===== config.mk =====
export PLATFORM = sky130hd
export DESIGN_NAME = msf_iq_load_scheduler
export DESIGN_NICKNAME = d
export VERILOG_FILES = /design/src/rtl/msf_iq_load_scheduler.sv
export SDC_FILE = /design/constraint.sdc
export NUM_CORES = 1
export LEC_CHECK = 0
export CAP_MARGIN = 20
export CORE_AREA = 2 2 112 114
export DETAILED_ROUTE_END_ITERATION = 12
export DIE_AREA = 0 0 114 116
export GPL_ROUTABILITY_DRIVEN = 0
export PLACE_DENSITY = 0.51
export RECOVER_POWER = 50
export SLEW_MARGIN = 25
export SYNTH_ARGS = -nofsm -noshare
export SYNTH_HDL_FRONTEND = slang
export SYNTH_SLANG_ARGS = --single-unit
export TNS_END_PERCENT = 30

===== constraint.sdc =====
create_clock -name clk -period 3 [get_ports clk]
set_input_delay 0.6 -clock clk [delete_from_list [all_inputs] [get_ports clk]]
set_output_delay 0.6 -clock clk [all_outputs]
set_load 0.1 [all_outputs]

===== src/rtl/msf_iq_load_scheduler.sv =====
// -----------------------------------------------------------------------------
// msf_iq_load_scheduler
//
// Sequencer for the shared IQ averager. One averager is time-multiplexed
// between the I and Q streams: after each MSF carrier pulse a phase counter
// runs, and load_val strobes are issued when the phase matches i_offset
// (sel_q=0) or q_offset (sel_q=1). Averaging windows of number_msf_periods
// carrier periods are framed and re-aligned on the rising edge of
// one_sec_marker. A watchdog on the phase counter declares carrier loss.
//
// Ports
//   clk                 system clock
//   rst                 asynchronous reset, active low
//   enable              run enable; low forces IDLE on the next cycle
//   msf_carrier_pulse   one-cycle strobe, once per carrier period
//   one_sec_marker      second marker level; the rising edge is the event
//   number_msf_periods  carrier periods per window (0 = windows never end)
//   i_offset            phase at which the I load is requested
//   q_offset            phase at which the Q load is requested
//   load_val            one-cycle load strobe to the averager
//   sel_q               amplitude select for load_val (0 = I, 1 = Q); holds
//   window_start        one-cycle pulse, a new window begins
//   window_end          one-cycle pulse, a window completed normally
//   window_abort        one-cycle pulse, a window was cut short by a resync
//   period_count        carrier periods elapsed in the current window
//   carrier_lost        high while in LOST
//   state               IDLE=0, ARM=1, RUN=2, LOST=3
//
// TIMEOUT must be representable in OFS_W bits.
// -----------------------------------------------------------------------------
module msf_iq_load_scheduler #(
  parameter int unsigned CNT_W   = 13,
  parameter int unsigned OFS_W   = 9,
  parameter int unsigned TIMEOUT = 400
) (
  input  logic             clk,
  input  logic             rst,
  input  logic             enable,
  input  logic             msf_carrier_pulse,
  input  logic             one_sec_marker,
  input  logic [CNT_W-1:0] number_msf_periods,
  input  logic [OFS_W-1:0] i_offset,
  input  logic [OFS_W-1:0] q_offset,
  output logic             load_val,
  output logic             sel_q,
  output logic             window_start,
  output logic             window_end,
  output logic             window_abort,
  output logic [CNT_W-1:0] period_count,
  output logic             carrier_lost,
  output logic [1:0]       state
);

  typedef enum logic [1:0] {
    S_IDLE = 2'd0,
    S_ARM  = 2'd1,
    S_RUN  = 2'd2,
    S_LOST = 2'd3
  } state_t;

  localparam logic [OFS_W-1:0] TMO = OFS_W'(TIMEOUT);

  state_t             state_q, state_d;
  logic [OFS_W-1:0]   phase_q, phase_d;
  logic               pend_q, pend_d;
  logic               marker_d;
  logic [CNT_W-1:0]   pcnt_d;
  logic               load_d, sel_d, ws_d, we_d, wa_d, lost_d;

  logic               rise;
  logic               i_hit, q_req, wrap;
  logic [CNT_W-1:0]   pc_inc;

  assign rise   = one_sec_marker & ~marker_d;
  assign pc_inc = period_count + CNT_W'(1);
  assign state  = state_q;

  // ---------------------------------------------------------------------------
  // State and output registers
  // ---------------------------------------------------------------------------
  always_ff @(posedge clk or negedge rst) begin
    if (!rst) begin
      state_q      <= S_IDLE;
      phase_q      <= '0;
      pend_q       <= 1'b0;
      marker_d     <= 1'b0;
      period_count <= '0;
      load_val     <= 1'b0;
      sel_q        <= 1'b0;
      window_start <= 1'b0;
      window_end   <= 1'b0;
      window_abort <= 1'b0;
      carrier_lost <= 1'b0;
    end else begin
      state_q      <= state_d;
      phase_q      <= phase_d;
      pend_q       <= pend_d;
      marker_d     <= one_sec_marker;
      period_count <= pcnt_d;
      load_val     <= load_d;
      sel_q        <= sel_d;
      window_start <= ws_d;
      window_end   <= we_d;
      window_abort <= wa_d;
      carrier_lost <= lost_d;
    end
  end

  // ---------------------------------------------------------------------------
  // Next-state and next-output logic
  // ---------------------------------------------------------------------------
  always_comb begin
    state_d = state_q;
    phase_d = phase_q;
    pend_d  = pend_q;
    pcnt_d  = period_count;
    load_d  = 1'b0;
    sel_d   = sel_q;
    ws_d    = 1'b0;
    we_d    = 1'b0;
    wa_d    = 1'b0;
    i_hit   = 1'b0;
    q_req   = 1'b0;
    wrap    = 1'b0;

    if (!enable) begin
      state_d = S_IDLE;
      phase_d = '0;
      pend_d  = 1'b0;
      pcnt_d  = '0;
    end else begin
      case (state_q)
        S_IDLE: begin
          state_d = S_ARM;
        end

        S_ARM: begin
          if (rise) begin
            state_d = S_RUN;
            phase_d = '0;
            pcnt_d  = '0;
            ws_d    = 1'b1;
          end
        end

        S_RUN: begin
          // Load arbitration: I wins a tie; the Q request is parked in
          // pend_q and issued on the following cycle.
          i_hit = (phase_q == i_offset);
          q_req = (phase_q == q_offset) | pend_q;
          if (i_hit) begin
            load_d = 1'b1;
            sel_d  = 1'b0;
            pend_d = q_req;
          end else if (q_req) begin
            load_d = 1'b1;
            sel_d  = 1'b1;
            pend_d = 1'b0;
          end

          // Window framing: a completing carrier pulse takes precedence
          // over a coincident marker rise, so no abort is reported then.
          wrap = msf_carrier_pulse && (number_msf_periods != '0) &&
                 (pc_inc == number_msf_periods);
          if (wrap) begin
            pcnt_d = '0;
            we_d   = 1'b1;
            ws_d   = 1'b1;
          end else if (rise) begin
            pcnt_d = '0;
            wa_d   = 1'b1;
            ws_d   = 1'b1;
          end else if (msf_carrier_pulse) begin
            pcnt_d = pc_inc;
          end

          // Phase counter, saturating at the watchdog limit.
          if (msf_carrier_pulse || rise) begin
            phase_d = '0;
          end else if (phase_q != TMO) begin
            phase_d = phase_q + OFS_W'(1);
          end

          // Carrier loss is declared on the edge where the phase reaches
          // the limit; any load decided on that same edge is suppressed.
          if (phase_d == TMO) begin
            state_d = S_LOST;
            load_d  = 1'b0;
            sel_d   = sel_q;
            pend_d  = 1'b0;
          end
        end

        S_LOST: begin
          if (msf_carrier_pulse) begin
            state_d = S_ARM;
          end
        end

        default: begin
          state_d = S_IDLE;
        end
      endcase
    end

    lost_d = (state_d == S_LOST);
  end

endmodule

Word level (Yosys, flattened, before mapping):

Cells that the tools add are included.

* output and inout bits: 21
* bits in registers: 32
* logic and storage cells: 81
* input port bits: 36

* bitwise operators: 4
* add/subtract/negate cells: 2
* reductions and logical operators: 10
* muxes and demuxes: 40
* equality and inequality tests: 14

Operators with widths (count)
* $mux 13: 5
* $mux 9: 6
* $pmux 13 s2: 1
* $mux 1: 21
* $eq 9x9->1: 2
* $pmux 9 s2: 1
* $add 13x1->13 const B: 1
* $eq 13x13->1: 1
* $reduce_bool 13->1: 1
* $add 9x1->9 const B: 1
* $eq 9x9->1 const B: 1
* $ne 9x9->1 const B: 1
* $mux 2: 4
* $pmux 2 s4: 1
* $eq 2x2->1 const B: 3
* $ne 5x5->1 const B: 1
* $ne 4x1->1 const B: 1
* $reduce_and 2->1: 2
* $reduce_and 4->1: 1
* $ne 3x1->1 const B: 1
* $ne 3x3->1 const B: 1
* $reduce_and 3->1: 1
* $eq 2x1->1 const B: 1
* $logic_and 1x1->1: 2
* other kinds (8): 9

Longest topological paths before layout:

* depth after elaboration: 11
* depth in mapped cells: 10

Worst setup path after synthesis:

No wires, ideal clock.

* kind: register to register
* start point: register period_count[2]
* end point: register period_count[12]
* setup time: 0.130 ns
* path buffers: 3
* clock period less this slack: 2.987 ns
* setup slack: 0.013 ns
* stages on the path, launching flop included: 11
* arrival time: 2.857 ns
* data required time: 2.870 ns
* cell sequence: dfrtp_1 buf_4 nand3_2 buf_2 or2_1 nor3_2 mux2i_1 o2111ai_4 buf_6 a32oi_1 o21ai_1

* cells in the longest elaborated chain, start to end: 6

RTL lines
* start: declaration: RTL line 49 `output logic [CNT_W-1:0] period_count,`
* start signal: assignment: RTL line 99 `period_count <= pcnt_d;`
* $add 13x1->13 (*): RTL line 75 `assign pc_inc = period_count + CNT_W'(1);`
* $eq 13x13->1 / $mux 13 (equally long branches): RTL line 164, 173
* $logic_and 1x1->1 / $mux 13 (equally long branches): RTL line 163, 169
* $mux 13: RTL line 165 `if (wrap) begin`
* $pmux 13 s2: RTL line 132 `case (state_q)`
* $mux 13: RTL line 126 `if (!enable) begin`

Every way passes the cells marked *; elsewhere a longest branch is shown, timed or not. The select of a mux whose other input is x is not followed.
A chain may end at the register's enable or synchronous reset.

Worst setup path after layout:

* start point: register phase_q[0]
* end point: register carrier_lost

* cells in the longest elaborated chain, start to end: 10

RTL lines
* start: declaration: RTL line 64 `logic [OFS_W-1:0] phase_q, phase_d;`
* start signal: assignment: RTL line 96 `phase_q <= phase_d;`
* $add 9x1->9 / $ne 9x9->1 (equally long branches): RTL line 181, 180
* $mux 9 (*): RTL line 180 `end else if (phase_q != TMO) begin`
* $mux 9 (*): RTL line 178 `if (msf_carrier_pulse || rise) begin`
* $mux 9 (*): RTL line 132
* $mux 9 (*): RTL line 126
* $eq 9x9->1 (*): RTL line 186 `if (phase_d == TMO) begin`
* $mux 2 (*): RTL line 186
* $pmux 2 s4 (*): RTL line 132
* $mux 2 (*): RTL line 126
* $eq 2x2->1 (*): RTL line 206 `lost_d = (state_d == S_LOST);`
* net lost_d: RTL line 68 `logic load_d, sel_d, ws_d, we_d, wa_d, lost_d;`
* end signal: assignment: RTL line 105 `carrier_lost <= lost_d;`
* end: declaration: RTL line 50 `output logic carrier_lost,`

Mark *: on every way through the listed nets, which the timed path passes. The rest lies on a longest branch. The select of a mux whose other input is x is not followed.

==> metrics.cfg <==
[sta]
fin_crit_sh_pct=90.4
timing.fmax_mhz=369
setup_slack_ns=0.289
slew_violations=33
rsz0062_at_grt=no
finalSetupTns_ns=0
clock_skew_ns=0.00623
worst_slew_pin_slew_ns=1.86
setup_viol=0
hold_viol=0
slew_headroom_pct=-23.8
final.min_clock_period_ns=2.71
holdWs_ns=0.538

[worst_setup_path]
end_kind=flop
cp_max_fo=10
r2r-end=carrier_lost
reg2reg_slack_ns=0.29
critical_path_class=flop to flop
critPathArrivalTime_ns=2.93
reg2reg_from=phase_q[0]
cp.required_ns=3.22
start_kind=flop
rr_worst_depth=9

[floorplan]
design.portCount=57
core-area_um2=11900
die_h_um=116
initial_utilization_pct=22.7
die_w_um=114
core.rowCount=40
dieArea_um2=13200

[routing]
drt-initial-drc-count=190
wl_per_cell_um=15.3
routed_wl_mm=8.10
viasPerCell=5.03
ant_nets=0
drcViolationCount=0
vias=2655
dr.pass1.iters=4

[clock_network]
cts_max_level=2
cts_max_path_buffers=2
clk_pin_slew_ns=0.05
clk_latency_ns=0.28
post_cts_buffers=0
cts_buffers=5
tritoncts=done
root_buffer=clkbuf_16
cts.sinks=32

[synthesis]
synth_fp_nets=379
yosysTopAreaCellShare_pct=29.6
synth.distinct_cells=61
syn-cell-area_um2=2710
synth_area_leaders=dfrtp_1 (30%), xnor2_1 (6.8%), nand2_1 (5.0%), a21oi_1 (4.2%), ha_1 (3.7%)
synth-main-ff-cell=dfrtp_1
yosys_warnings=0
ys_seq_area_share_pct=29.6
ys_ff_latch=32
synth_edf_count=0
syn_inst=335
synthArstFlopShare_pct=100
yosysTopAreaCell=dfrtp_1
syn_avg_cell_area_um2=8.09

[worst_hold_path]
hold-path-endpoint=sel_q
hp-start=sel_q
worst_hold_path.num_cells=2
hp-class=flop to flop

[pwr]
internal-power_uw=895
vdd_drop_max_mv=0.200
pwr-share-seq_pct=37.4
design_power_total_mw=1.17
swShare_pct=23.4
power_density_nw_per_um2=334
total_leakage_power_nw=1.30
combPwrFrac_pct=12.5
power.switching_uw=273
clockPowerShare_pct=50.1

[placed_design]
dp.cells=520
dp_hpwl_mm=5.84
io_buffers=56
pre_cts_slack_ns=0.107
placed_area_um2=3350

[finish]
final_cells=528
area_delta_synth_final_pct=29.1
fin_util_pct=29.3
mostFrequentLayoutCells=nand2_1 (36), clkdlybuf4s50_1 (33), dfrtp_1 (32)
final_common_cell=nand2_1
drive_gt1_share_pct=9.45
fin_area_um2=3500
diodes=0
nNetsFinal=424

[global_route]
grt_max_degree=33
grt_use_total_pct=12.4
antenna_found_initial=0
grt_pass1_wl_mm=13.3
grt_overflow=0
grt_pass1_vias=2629

[run]
drv_cap=1

[outcome]
status=finished with violations
violations=max-capacitance violations, max-slew violations

[power groups by stage]
stage	clock (mW)	sequential [mW]	combinational [mW]
floorplan	0	0.455	0.0530
global placement	0	0.445	0.148
detailed placement	0	0.445	0.148
CTS	0.593	0.437	0.149
global route	0.611	0.437	0.160
finish	0.585	0.437	0.146
[cells in the mapped netlist, types with 3 or more instances]
| master | instances |
|---|---|
| o211a_1 | 3 |
| o31ai_1 | 4 |
| nor2_1 | 11 |
| and2_1 | 6 |
| nand3_1 | 14 |
| ha_1 | 8 |
| buf_2 | 6 |
| nor2b_1 | 3 |
| nand2_1 | 36 |
| nor4b_1 | 3 |
| clkbuf_1 | 16 |
| nor3_1 | 5 |
| dfrtp_1 | 32 |
| a21oi_1 | 23 |
| and4_1 | 3 |
| inv_1 | 12 |
| o21ai_0 | 16 |
| a32oi_1 | 4 |
| nand2b_1 | 5 |
| nand4_1 | 10 |
| nor4_1 | 13 |
| or3_1 | 4 |
| xnor2_1 | 21 |
| and3_1 | 7 |
| a31oi_1 | 4 |
| o211ai_1 | 8 |
| o21ai_1 | 8 |
| xor2_1 | 10 |
[repair_timing]
| action | 4_1_cts | 5_1_grt |
|---|---|---|
| gates resized for setup | 0 | 2 |
| setup endpoints to repair | 0 | 5 |
| hold buffers | 0 | 0 |
[worst max-delay path, stage by stage (launching register included)]
cell,delay [ns]
dfrtp_1,0.56
inv_1,0.14
ha_1,0.21
nor4b_1,0.16
a2111oi_1,0.54
o211ai_1,0.20
a2111oi_4,0.43
a21oi_1,0.12
o21ai_1,0.16
and2_1,0.14
[kinds of logic after synthesis]
kind of cell | share of synthesized area (%)
and+or+nand+nor | 27.4
AOI/OAI and AO/OA | 22.0
buffers and inverters | 6.56
DFF | 29.6
xor gates and xnor gates | 10.0
adders and majority gates | 4.06
muxes | 0.370
[final cells by class]
| cell class | count | area, µm² |
|---|---|---|
| Clock buffer | 5 | 125 |
| Clock inverter | 3 | 42.5 |
| Fill cell | 1305 | 8420 |
| Inverter | 13 | 48.8 |
| Multi-Input combinational cell | 263 | 1740 |
| Sequential cell | 32 | 801 |
| Tap cell | 147 | 184 |
| Timing Repair Buffer | 65 | 551 |
[how the worst max path moves through the flow]
stage / from / to
global route: phase_q[0] / state[0]
global placement: number_msf_periods[5] / window_start
detailed placement: number_msf_periods[5] / window_start
floorplan: period_count[2] / period_count[12]
finish: phase_q[0] / carrier_lost
CTS: phase_q[0] / carrier_lost
[routing by layer]
metal  share of wire, %  GRT usage, %  vias up
met5                  0             0        -
met4                1.1          3.17        0
met3                4.2          2.46        9
met2                 47          20.3       59
met1                 48          16.8     1266
li1                   -             -     1321
[registers in the layout, indices dropped and copies added, names as in the netlist]
signal and count:
window_start 1, window_abort 1, carrier_lost 1, state 2, phase_q 9, sel_q 1, window_end 1, period_count 13
load_val 1, marker_d 1, pend_q 1
Note: power is estimated with default switching activity, not from simulation.
==> RTL edit, RTL diff (config.mk and constraints unchanged) <==
The parameter `CNT_W` goes from 13 to 26.
--- a/src/rtl/msf_iq_load_scheduler.sv
+++ b/src/rtl/msf_iq_load_scheduler.sv
@@ -31,3 +31,3 @@
 module msf_iq_load_scheduler #(
-  parameter int unsigned CNT_W   = 13,
+  parameter int unsigned CNT_W   = 26,
   parameter int unsigned OFS_W   = 9,
Ports: changed (resized number_msf_periods and period_count); port bits go from 57 to 83. The function was not compared with the original's and may differ.
==> RTL edit against the unedited design <==
Worst hold slack got worse by 0.035 ns. The flow still finishes with violations (max-capacitance violations, max-slew violations). Worst setup slack got worse by 0.18 ns. Synthesized cell count up 30%. Largest power group is now sequential cells. Sequential cell count rose by 13. Via count grew 48%. Utilization is 17 points higher. Clock skew up 0.0037 ns. Power grew 22%. Final area up 56%. Routed wire length grew 52%. Synthesized area rose by 38%. Clock power barely moved. Critical endpoint is now period_count[15].
==> RTL edit: results (changes against the unedited design) <==
final_layout:
  num_antenna_cells: 0  # unchanged
  area_delta_synth_final_pct: 46.6
  largest_register_ff_count: 26  # +13
  drive_above_1_share: 0.308  # +0.214
  num-nets-final: 627  # +48%
  regMostFlops: "period_count"
  fill_cells: 1209  # -7.4%
setup_path:
  reg2regPathDepth: 11  # +2
  reg2reg_to: "period_count[15]"
  worst_ep_arrival_time_ns: 3.06  # +0.13 ns
  rr_startpoint: "period_count[8]"
  worstPathMaxFanout: 8  # -2
sta:
  slew_headroom: -0.0837  # +0.155
  hold_viol: 0  # unchanged
  clock_skew_ns: 0.00995  # +0.00372 ns
  holdWs_ns: 0.503  # -0.0349 ns
  drv_slew: 28  # -15%
clock_network:
  root_buffer: "clkbuf_16"
  clock_path_buffers: 2  # unchanged
  hold_buffers: 0  # unchanged
  h-tree-depth: 2  # unchanged
  clk_pin_slew_ns: 0.07  # +0.02 ns
  clkLatencyLatePin_ns: 0.29
  cts_buffers: 5  # unchanged
yosys:
  ys.flop_type: "dfrtp_1"
  yosysSeqAreaShare: 0.302  # +0.00630
  synth_common_cells: "dfrtp_1 (45), nand2_1 (42), xnor2_1 (30)"
  syn_nets: 492  # +30%
  async_flop_share: 1.00  # unchanged
  ys_types: 63  # +3.3%
  yosysMostFrequentCell: "dfrtp_1"
  yosys_warnings: 0  # unchanged
  synthTopCellsByArea: "dfrtp_1 (30%), xnor2_1 (7.0%), xor2_1 (5.6%)"
  synth_edf_count: 0  # unchanged
hold_path:
  hold_path.class: "reg2reg"
  hold_start: "sel_q"
  hold_path_depth: 1  # -1
  whs_endpoint: "sel_q"
grt:
  grt_pass1_vias: 3791  # +44%
  grt_max_degree: 28  # -15%
  antenna_found_initial: 0  # unchanged
  grt_usage: 0.187  # +0.0635
  grt_pass1_wl_um: 19600  # +48%
power:
  peakVddDrop_uv: 200  # +0.31%
  p_leak_nw: 2.25  # +73%
placed_design:
  dpl.hpwl_um: 9250  # +58%
  pre_cts_ws_ns: -0.441  # -0.547 ns
  portBuffers: 82  # +46%
drt:
  route.met3.wl_um: 655  # +94%
  firstDrtPassIters: 5  # +1
  drt_iter0_drc: 253  # +33%
  met1_length_um: 5840  # +50%
  vias_per_cell: 5.48  # +8.9%
  route.met2.wl_um: 5760  # +53%
  wl_per_cell_um: 17.2  # +12%
  top_layer: "met4"
outcome:
  violations: "max-capacitance violations, max-slew violations"
  status: "finished, violations left"
job:
  cap_violations: 1  # unchanged
-- RTL edit: changes by cell type in the layout (fill, tap and decap cells not counted), sizes merged, moves of 9 or more --
cell / before / now
a21oi: 24 / 9
a22oi: 0 / 13
and3: 7 / 16
buf: 20 / 99
clkbuf: 15 / 24
dfrtp: 32 / 45
nand4: 10 / 31
o311ai: 0 / 11
o31ai: 4 / 14
xnor2: 21 / 30
xor2: 10 / 24
-- RTL edit: critical path, cell delays in order, from the launching register on --
cell and delay [ns]:
dfrtp_4 0.45, and4_4 0.24, buf_4 0.16, nand4_4 0.10
or4b_4 0.50, a22oi_2 0.18, nand4_1 0.11, or4_4 0.45
nand4_1 0.21, buf_6 0.18, buf_4 0.12, o31ai_1 0.06
-- RTL edit: layout make-up --
cell class	instances	area [µm²]	area share
multi-input cells	344	2580	0.473
clock buffers	6	139	0.0254
inverters	11	41.3	0.00755
clock inverters	2	13.8	0.00252
flip-flops and latches	45	1200	0.219
well taps	147	184	0.0336
repair buffers	163	1310	0.239
-- RTL edit: repair_timing --
item                                    4_1_cts  5_1_grt
setup buffers                                 1        6
gates resized for setup                      16       44
pin swaps                                     7       20
endpoints found under the setup margin       27       26
-- RTL edit: power breakdown --
group          switching (mW)  internal (mW)  leakage (nW)
registers             0.00253          0.608         0.579
logic                   0.109          0.118          1.59
clock network           0.253          0.332        0.0768
-- RTL edit: worst max-delay path by stage --
stage | startpoint | endpoint | slack (ns) | depth (start not counted)
floorplan | period_count[15] | period_count[21] | -0.03 | 12
global placement | number_msf_periods[23] | period_count[18] | -0.38 | 11
detailed placement | number_msf_periods[23] | period_count[3] | -0.44 | 11
CTS | number_msf_periods[13] | period_count[6] | 0.02 | 11
global route | number_msf_periods[5] | period_count[16] | -0.03 | 12
finish | period_count[8] | period_count[15] | 0.11 | 11
-- RTL edit: logic make-up (layout without fill, tap and decap cells) --
kind of cell / count (synthesis) / in the layout / share of synthesized area
flip-flops: 45 / 45 / 0.302
buffers and inverters: 46 / 182 / 0.0611
adder cells (fa/ha/maj): 8 / 8 / 0.0268
multiplexers: 3 / 3 / 0.00839
AND/OR/NAND/NOR: 184 / 184 / 0.283
XOR/XNOR: 54 / 54 / 0.127
AO/OA/AOI/OAI: 95 / 95 / 0.192
-- RTL edit: stage by stage --
step	power (mW)	utilization	instances	cell area, µm²
6_report	1.42	0.459	718	5470
5_1_grt	1.48	0.459	718	5470
4_1_cts	1.43	0.447	712	5320
3_5_place_dp	0.841	0.428	703	5100
3_3_place_gp	0.841	0.428	703	5100
2_1_floorplan	0.702	-	435	3860
-- RTL edit: per-layer routing --
layer | up-vias | GRT usage
met3 | 6 | 0.0246
met4 | 0 | 0.0374
met5 | - | 0
met1 | 1912 | 0.268
li1 | 1899 | -
met2 | 116 | 0.305
